`src/rtl/e_pkg.sv`:
```
// e_pkg: shared types and limits for the e-cell run-pack encoder.
package e_pkg;
    localparam int W_MIN  = 2;
    localparam int W_MAX  = 8;
    localparam int NR_MAX = $clog2(W_MAX/2+1);

    typedef enum logic {EMPTY, ACCUM} state_e;

    typedef struct packed {
        logic [W_MAX-1:0] start;
        logic [W_MAX-1:0] stop;
        logic             flush;
    } run_desc_t;

    typedef struct packed {
        logic [W_MAX-1:0]  x;
        logic [W_MAX-1:0]  occ;
        logic [NR_MAX-1:0] nrun;
    } frame_t;
endpackage

```
`src/rtl/e_run_mask.sv`:
```
// e_run_mask: turns one-hot start/end positions into a run mask, its claimed bits and a malformed flag.
module e_run_mask #(
    parameter int W = 4
) (
    input  logic [W-1:0] s_i,
    input  logic [W-1:0] e_i,
    output logic [W-1:0] mask_o,
    output logic [W-1:0] claim_o,
    output logic         bad_o
);
    logic [W-1:0] s_m1, e_m1;

    assign s_m1    = s_i - W'(1);
    assign e_m1    = e_i - W'(1);
    assign mask_o  = (s_i | s_m1) & ~(e_i | e_m1);
    assign claim_o = (s_i | s_m1) & ~e_m1;
    // e must sit strictly below s, i.e. inside s's lower thermometer
    assign bad_o   = !$onehot(s_i) | !$onehot(e_i) | ((e_i & s_m1) == '0);
endmodule

```
`src/rtl/e_run_pack.sv`:
```
// e_run_pack: packs run descriptors into run-bitmap frames, emitting on flush, full or overlap.
module e_run_pack
    import e_pkg::*;
#(
    parameter int W  = 4,
    parameter int NR = $clog2(W/2+1)
) (
    input  logic          clk,
    input  logic          rst,
    input  logic          in_vld_i,
    output logic          in_rdy_o,
    input  logic [W-1:0]  start_i,
    input  logic [W-1:0]  end_i,
    input  logic          flush_i,
    output logic          out_vld_o,
    input  logic          out_rdy_i,
    output logic [W-1:0]  out_x_o,
    output logic [W-1:0]  out_occ_o,
    output logic [NR-1:0] out_nrun_o,
    output logic          err_o
);
    state_e            state_q, state_d;
    logic [W-1:0]      acc_q, acc_d, occ_q, occ_d, mask, claim, m_acc, m_occ;
    logic [NR-1:0]     cnt_q, cnt_d, m_cnt;
    logic [2*W+NR-1:0] out_q, out_d, pend_q, pend_d, old_f, new_f;
    logic              out_vld_q, out_vld_d, pend_vld_q, pend_vld_d, err_q, err_d;
    logic              bad, xfer, has_run, good, ovl, emit_new;

    e_run_mask #(.W(W)) u_mask (
        .s_i    (start_i),
        .e_i    (end_i),
        .mask_o (mask),
        .claim_o(claim),
        .bad_o  (bad)
    );

    always_comb begin
        xfer     = in_vld_i & ~out_vld_q;
        has_run  = xfer & (~flush_i | (|start_i));
        good     = has_run & ~bad;
        ovl      = good & (|(claim & occ_q));
        m_acc    = ovl ? mask : good ? (acc_q | mask) : acc_q;
        m_occ    = ovl ? claim : good ? (occ_q | claim) : occ_q;
        m_cnt    = ovl ? NR'(1) : good ? cnt_q + NR'(1) : cnt_q;
        emit_new = (&m_occ) | (xfer & flush_i & ((state_q == ACCUM) | good));
        old_f    = {acc_q, occ_q, cnt_q};
        new_f    = {m_acc, m_occ, m_cnt};
        acc_d    = emit_new ? '0 : m_acc;
        occ_d    = emit_new ? '0 : m_occ;
        cnt_d    = emit_new ? '0 : m_cnt;
        state_d  = (occ_d != '0) ? ACCUM : EMPTY;
        err_d    = has_run & bad;
        out_vld_d  = out_vld_q;
        out_d      = out_q;
        pend_vld_d = pend_vld_q;
        pend_d     = pend_q;
        // input is only accepted while the output stage is empty, so these never coincide
        if (out_vld_q & out_rdy_i) begin
            out_vld_d  = pend_vld_q;
            out_d      = pend_vld_q ? pend_q : out_q;
            pend_vld_d = 1'b0;
        end else if (ovl | emit_new) begin
            out_vld_d  = 1'b1;
            out_d      = ovl ? old_f : new_f;
            pend_vld_d = ovl & emit_new;
            pend_d     = new_f;
        end
    end

    always_ff @(posedge clk) begin
        if (rst) begin
            state_q    <= EMPTY;
            acc_q      <= '0;
            occ_q      <= '0;
            cnt_q      <= '0;
            out_q      <= '0;
            pend_q     <= '0;
            out_vld_q  <= 1'b0;
            pend_vld_q <= 1'b0;
            err_q      <= 1'b0;
        end else begin
            state_q    <= state_d;
            acc_q      <= acc_d;
            occ_q      <= occ_d;
            cnt_q      <= cnt_d;
            out_q      <= out_d;
            pend_q     <= pend_d;
            out_vld_q  <= out_vld_d;
            pend_vld_q <= pend_vld_d;
            err_q      <= err_d;
        end
    end

    assign in_rdy_o                          = ~out_vld_q;
    assign out_vld_o                         = out_vld_q;
    assign {out_x_o, out_occ_o, out_nrun_o}  = out_q;
    assign err_o                             = err_q;
endmodule

```
`config.mk`:
```
export PLATFORM = sky130hd
export DESIGN_NAME = e_run_pack
export DESIGN_NICKNAME = d
export VERILOG_FILES = /design/src/rtl/e_pkg.sv /design/src/rtl/e_run_mask.sv /design/src/rtl/e_run_pack.sv
export SDC_FILE = /design/constraint.sdc
export NUM_CORES = 1
export LEC_CHECK = 0
export ABC_AREA = 1
export BUFFER_PORTS_ARGS = -buffer_cell sky130_fd_sc_hd__buf_4
export CAP_MARGIN = 10
export CORE_MARGIN = 5
export CORE_UTILIZATION = 50
export CTS_CLUSTER_DIAMETER = 80
export DETAILED_ROUTE_END_ITERATION = 12
export PLACE_DENSITY = 0.7
export SYNTH_ARGS = -nofsm -noshare
export SYNTH_HDL_FRONTEND = slang
export SYNTH_HIERARCHICAL = 1
export SYNTH_SLANG_ARGS = --single-unit
```
`constraint.sdc`:
```
create_clock -name clk -period 5.2 [get_ports clk]
set_clock_uncertainty 0.05 [all_clocks]
set_input_delay 0.26 -clock clk [delete_from_list [all_inputs] [get_ports clk]]
set_output_delay 0.26 -clock clk [all_outputs]
set_load 0.1 [all_outputs]
```
### Word level (Yosys, flattened, before mapping)

Cells that the tools add are included.

| word-level totals | value |
|---|---|
| output and inout port bits | 13 |
| latch bits | 0 |
| memory bits (writable) | 0 |
| bits of input ports | 13 |
| memory bits (read-only) | 0 |
| memories | 0 |
| register bits | 34 |

| operators by class | value |
|---|---|
| multipliers | 0 |
| shifts and indexed selects | 0 |
| bitwise gates (word level) | 29 |
| $lt $le $gt $ge | 0 |
| mux-type cells | 14 |
| reduce and logical (&&, ||, !) cells | 12 |
| equal/unequal tests | 3 |
| add/sub/neg operators | 9 |
| div/mod/pow operators | 0 |

Operators by type and width:

| cell | count |
|---|---|
| $mux 10 | 4 |
| $mux 4 | 5 |
| $and 4x4->4 | 4 |
| $or 4x4->4 | 4 |
| $and 1x1->1 | 9 |
| $add 1x1->2 | 4 |
| $not 4->4 | 2 |
| $reduce_or 4->1 | 2 |
| $sub 4x1->4 const B | 2 |
| $add 3x3->3 | 2 |
| $eq 3x1->1 const B | 2 |
| $or 1x1->1 | 6 |
| $logic_not 4->1 | 1 |
| $mux 2 | 2 |
| $not 1->1 | 4 |
| $reduce_and 2->1 | 2 |
| $reduce_and 4->1 | 1 |
| $reduce_bool 4->1 | 1 |
| $reduce_or 2->1 | 2 |
| $mux 1 | 3 |
| $add 2x1->2 const B | 1 |
| $logic_not 1->1 | 2 |
| $ne 2x2->1 const B | 1 |
| $reduce_bool 2->1 | 1 |

### Longest topological paths before layout

| depth | value |
|---|---|
| depth in word-level cells | 15 |
| gate-level depth with buffers | 23 |

### By module

Netlist, hierarchy kept.

Modules (own cells, without submodules):

| module | times used | area an instance (um^2) | seq. area each (um^2) | cells each |
|---|---|---|---|---|
| e_run_pack | 1 | 1732.9 | 680.7 | 233 |
| e_run_mask | 1 | 371.6 | 0.0 | 59 |

### Worst setup path after synthesis

No wires, ideal clock.

| path | value |
|---|---|
| kind | input-to-reg |
| start point | in end_i[0] |
| end point | reg pend_q[6] |
| setup slack | 2.298 ns |
| arrival | 2.739 ns |
| path buffers | 2 |
| stages | 23 |
| library setup time | 0.113 ns |
| cell sequence | inv_1 > fa_1 > inv_1 > ha_1 > ha_1 > nor2_1 > nand2_1 > nor2_1 > nand2_1 > inv_1 > nand3_2 > inv_2 > buf_6 > nand2_1 > nand2_1 > nand2_1 > inv_2 > nand2_4 > nand3_2 > nand2_2 > buf_6 > o21ai_1 > nor2_1 |

| between the ends | value |
|---|---|
| cells in the longest elaborated chain, start to end | 14 |
| elaborated cells between the ends (all ways) | 31 |

Ends and longest elaborated chain:

| item | RTL line | source |
|---|---|---|
| start: declaration | e_run_pack.sv:13 | `input logic [W-1:0] end_i,` |
| $add 1x1->2 (not written as such) | e_run_mask.sv:18 | `assign bad_o = !$onehot(s_i) \| !$onehot(e_i) \| ((e_i & s_m1) == '0);` |
| $add 3x3->3 (not written as such) | e_run_mask.sv:18 |  |
| $eq 3x1->1 | e_run_mask.sv:18 |  |
| $logic_not 1->1 | e_run_mask.sv:18 |  |
| $or 1x1->1 | e_run_mask.sv:18 |  |
| $or 1x1->1 (*) | e_run_mask.sv:18 |  |
| named net bad | e_run_pack.sv:27 | `logic bad, xfer, has_run, good, ovl, emit_new;` |
| $not 1->1 (*) | e_run_pack.sv:40 | `good = has_run & ~bad;` |
| $and 1x1->1 (*) | e_run_pack.sv:40 |  |
| $mux 4 or $and 1x1->1 (tied branches) | e_run_pack.sv:43, e_run_pack.sv:41 |  |
| $mux 4 | e_run_pack.sv:43 | `m_occ = ovl ? claim : good ? (occ_q \| claim) : occ_q;` |
| $reduce_and 4->1 | e_run_pack.sv:45 | `emit_new = (&m_occ) \| (xfer & flush_i & ((state_q == ACCUM) \| good));` |
| $or 1x1->1 | e_run_pack.sv:45 |  |
| $or 1x1->1 | e_run_pack.sv:62 | `end else if (ovl \| emit_new) begin` |
| $reduce_and 2->1 (no line) | - |  |
| end signal: assignment | e_run_pack.sv:87 | `pend_q <= pend_d;` |
| end: declaration | e_run_pack.sv:25 | `logic [2*W+NR-1:0] out_q, out_d, pend_q, pend_d, old_f, new_f;` |

The timed path passes the listed nets; every way through them passes the cells marked *.
A chain may end at the register's enable or synchronous reset.

### Worst setup path after layout

| path | value |
|---|---|
| start point | in end_i[0] |
| end point | reg out_q[0] |

| between the ends | value |
|---|---|
| cells in the longest elaborated chain, start to end | 15 |
| elaborated cells between the ends (all ways) | 31 |

Ends and longest elaborated chain:

| item | RTL line | source |
|---|---|---|
| $add 1x1->2 (not written as such) | e_run_mask.sv:18 |  |
| $add 3x3->3 (not written as such) | e_run_mask.sv:18 |  |
| $eq 3x1->1 | e_run_mask.sv:18 |  |
| $logic_not 1->1 | e_run_mask.sv:18 |  |
| $or 1x1->1 | e_run_mask.sv:18 |  |
| $or 1x1->1 (*) | e_run_mask.sv:18 |  |
| named net bad | e_run_pack.sv:27 |  |
| $not 1->1 (*) | e_run_pack.sv:40 |  |
| $and 1x1->1 (*) | e_run_pack.sv:40 |  |
| $mux 4 or $and 1x1->1 (tied branches) | e_run_pack.sv:43, e_run_pack.sv:41 |  |
| $mux 4 | e_run_pack.sv:43 |  |
| $reduce_and 4->1 | e_run_pack.sv:45 |  |
| $or 1x1->1 | e_run_pack.sv:45 |  |
| $or 1x1->1 | e_run_pack.sv:62 |  |
| $reduce_bool 2->1 (no line) | - |  |
| $reduce_and 2->1 (no line) | - |  |
| end signal: assignment | e_run_pack.sv:86 | `out_q <= out_d;` |
| end: declaration | e_run_pack.sv:25 |  |

The timed path passes the listed nets; every way through them passes the cells marked *. The select of a mux whose other input is x is not followed.

==> flow_metrics.env <==
export IMPL_number_of_global_route_vias_before_repair=1553
export IMPL_route_final_wire_length_um=4189
export IMPL_drv_slew=0
export IMPL_syn_cell_area_sq_um=2105
export IMPL_grt_first_pass_wirelength_um=6824
export IMPL_grt_overflow=0
export IMPL_dp_worst_slack_ns=1.843
export IMPL_die_area_sq_um=5606
export IMPL_drt_first_iter_violations=102
export IMPL_tritoncts_buffers=5
export IMPL_pwr_density_cell_nw_per_um2=293.0
export IMPL_grt_start_max_net_pins=24
export IMPL_yosys_register_bits=34
export IMPL_clock_sinks=34
export IMPL_clk_path_buf_depth=2
export IMPL_synthDominantAreaCellType="dfxtp_1"
export IMPL_cts_root_buf="clkbuf_8"
export IMPL_min_delay_worst_endpoint="err_o"
export IMPL_synth_top_area_share_pct=32.34
export IMPL_syn_instance_count=292
export IMPL_status="complete, no violations"
export IMPL_r2r_cells=13
export IMPL_hold_buffers=0
export IMPL_synth_yosys_warnings=6
export IMPL_clock_fmax_mhz=326.6
export IMPL_crit_fanout=21
export IMPL_final_period_minus_worst_setup_slack_ns=3.061
export IMPL_drive_gt1_share_pct=22.12
export IMPL_fp_dieW_um=74.88
export IMPL_crit_type="in -> reg"
export IMPL_final_setup_viol_count=0
export IMPL_antenna_found_initial=0
export IMPL_worst_slack_ns=2.139
export IMPL_clk_latency_ns=0.29
export IMPL_cts_tree="yes"
export IMPL_arr_time_crit_path_ns=3.18
export IMPL_path_clk_slew_ns=0.07
export IMPL_fillers=395
export IMPL_routed_wire_length_per_instance_um=11.57
export IMPL_finalHoldViolCount=0
export IMPL_ir_drop_uv=107.7
export IMPL_groute_usage_overall_pct=15.86
export IMPL_min_delay_path_class="in -> reg"
export IMPL_floorplan_initialDensity_pct=52.24
export IMPL_synth_fp_nets=319
export IMPL_syn2layout_area_growth_pct=14.03
export IMPL_dp_hpwl_um=3197
export IMPL_dr_total_vias=1796
export IMPL_count_of_input_and_output_buffers=25
export IMPL_placement_rows=23
export IMPL_detailed_route_vias_per_instance=4.961
export IMPL_die_height_um=74.88
export IMPL_gp_routability_congestion=0.7935
export IMPL_dr_pass1_iters=4
export IMPL_synthDistinctLibCells=33
export IMPL_slew_headroom_pct=57.63
export IMPL_postRouteAntennaNets=0
export IMPL_synth_top_flop_cell="dfxtp_1"
export IMPL_synthesis_area_per_instance_sq_um=7.207
export IMPL_ff2ff_setup_slack_ns=3.11
export IMPL_worst_endpoint_required_ns=5.32
export IMPL_p_leak_nw=1.139
export IMPL_totalNegativeSetupSlack_ns=0
export IMPL_timing_rr_start="occ_q[2]"
export IMPL_rsz0062_at_grt="no"
export IMPL_cts_setup_buffers=0
export IMPL_cts_htree_levels=2
export IMPL_hold_path_startpoint="rst"
export IMPL_final_net_count=338
export IMPL_critPathLaunchType="input port"
export IMPL_synth_top_cells_by_area="dfxtp_1 (32%), nor2_1 (9.1%), nand2_1 (7.8%)"
export IMPL_tightest_slew_ns=0.6348
export IMPL_synth_yosys_seq_area_share_pct=32.34
export IMPL_drv_cap=0
export IMPL_cp_end_kind="flop"
export IMPL_drt_drc_violations_left=0
export IMPL_placeableCoreArea_sq_um=4029
export IMPL_final_period_utilization_pct=58.87
export IMPL_synth_edff_count=0
export IMPL_timing_rr_end="out_q[0]"
export IMPL_antenna_diode_count=0
export IMPL_synthArstFlopShare_pct=0
export IMPL_timing_hold_worst_path_depth=2
export IMPL_ios=26
export IMPL_ctsResizeCount=0
## worst max-delay path by stage
stage | cells after the start | slack [ns] | to | from
floorplan | 23 | 2.30 | pend_q[6] | end_i[0]
CTS | 20 | 2.14 | out_q[0] | end_i[0]
detailed placement | 20 | 1.84 | out_q[0] | end_i[0]
global placement | 20 | 1.87 | out_q[0] | end_i[0]
global route | 20 | 1.83 | out_q[0] | end_i[0]
finish | 20 | 2.14 | out_q[0] | end_i[0]
## final cells by class
type	count	area [sq um]	area share, %
Multi-Input combinational cell	200	1157	48.23
Sequential cell	34	680.7	28.36
Timing Repair Buffer	25	187.7	7.821
Inverter	45	168.9	7.039
Clock buffer	6	82.58	3.441
Tap cell	50	62.56	2.607
Clock inverter	2	60.06	2.503
## worst max-delay path: stages
cell     delay (ns)
buf_4          0.11
inv_1          0.08
fa_1           0.53
inv_1          0.04
ha_1           0.17
ha_1           0.27
nor2_1         0.10
nand2_1        0.06
nor2_1         0.08
nand2_1        0.07
inv_1          0.12
nand4_4        0.21
nand2_1        0.14
nand2_1        0.09
nand2_1        0.08
inv_2          0.04
nand2_4        0.08
nand4_4        0.31
a21oi_1        0.27
nor2_1         0.06
## synth_stat cells (all sizes together), types with 2 or more instances
cell type  count
a21oi         17
buf           11
clkbuf         2
dfxtp         34
fa             2
ha            12
inv           45
nand2         52
nand3         20
nand4          3
nor2          54
o211ai         5
o21ai         27
or2            2
## state kept, by name, summed over array words and instances, names as in the netlist
name / cells
acc_q: 4
cnt_q: 2
out_vld_o: 1
pend_q: 10
out_q: 10
state_q: 1
pend_vld_q: 1
occ_q: 4
err_o: 1
## logic make-up after synthesis
logic type | synth area share [%]
AOI/OAI and AO/OA | 13.62
xor gates and xnor gates | 0.4162
adders and majority gates | 9.037
buffers and inverters | 12.66
DFF | 32.34
other | 0.1782
and+or+nand+nor | 31.75
## stage by stage
step | total power, W | utilization [%] | instance area [sq um] | hold slack (ns) | std cells
6_report | 0.0007031 | 59.57 | 2400 | 0.08302 | 362
5_1_grt | 0.0007378 | 59.57 | 2400 | 0.08715 | 362
4_1_cts | 0.0007122 | 59.57 | 2400 | 0.07724 | 362
3_5_place_dp | 0.0004122 | 56.02 | 2257 | 0.3799 | 354
3_3_place_gp | 0.0004114 | 56.02 | 2257 | 0.3810 | 354
2_1_floorplan | 0.0003847 | - | 2105 | 0.2824 | 292
## power by group
group	switching, W	internal [W]	total, W	leakage (nW)
Combinational	0.0000929	0.0000392	0.000132	0.793
Sequential	0.00000445	0.000269	0.000273	0.274
Clock	0.0000933	0.000204	0.000298	0.0714
## placed cells by master (no fill, tap or decap), drive strengths merged
cell	n
fa	2
clkbuf	6
ha	12
nand2	52
buf	25
o22ai	1
bufinv	2
a21boi	1
nand4	3
nor4	1
dfxtp	34
a21oi	17
conb	1
o211ai	5
a31oi	1
o21ai	27
or2	2
nand3	20
inv	45
xor2	1
nor2	54
## per-layer routing
layer / vias to the layer above / wire length [um] / track usage [%]
li1: 960 / - / -
met1: 791 / 1967 / 19.87
met2: 36 / 1944 / 26.50
met3: 9 / 181 / 2.403
met4: 0 / 95 / 7.708
met5: - / 0 / 0
Note: power is estimated with default switching activity, not from simulation.
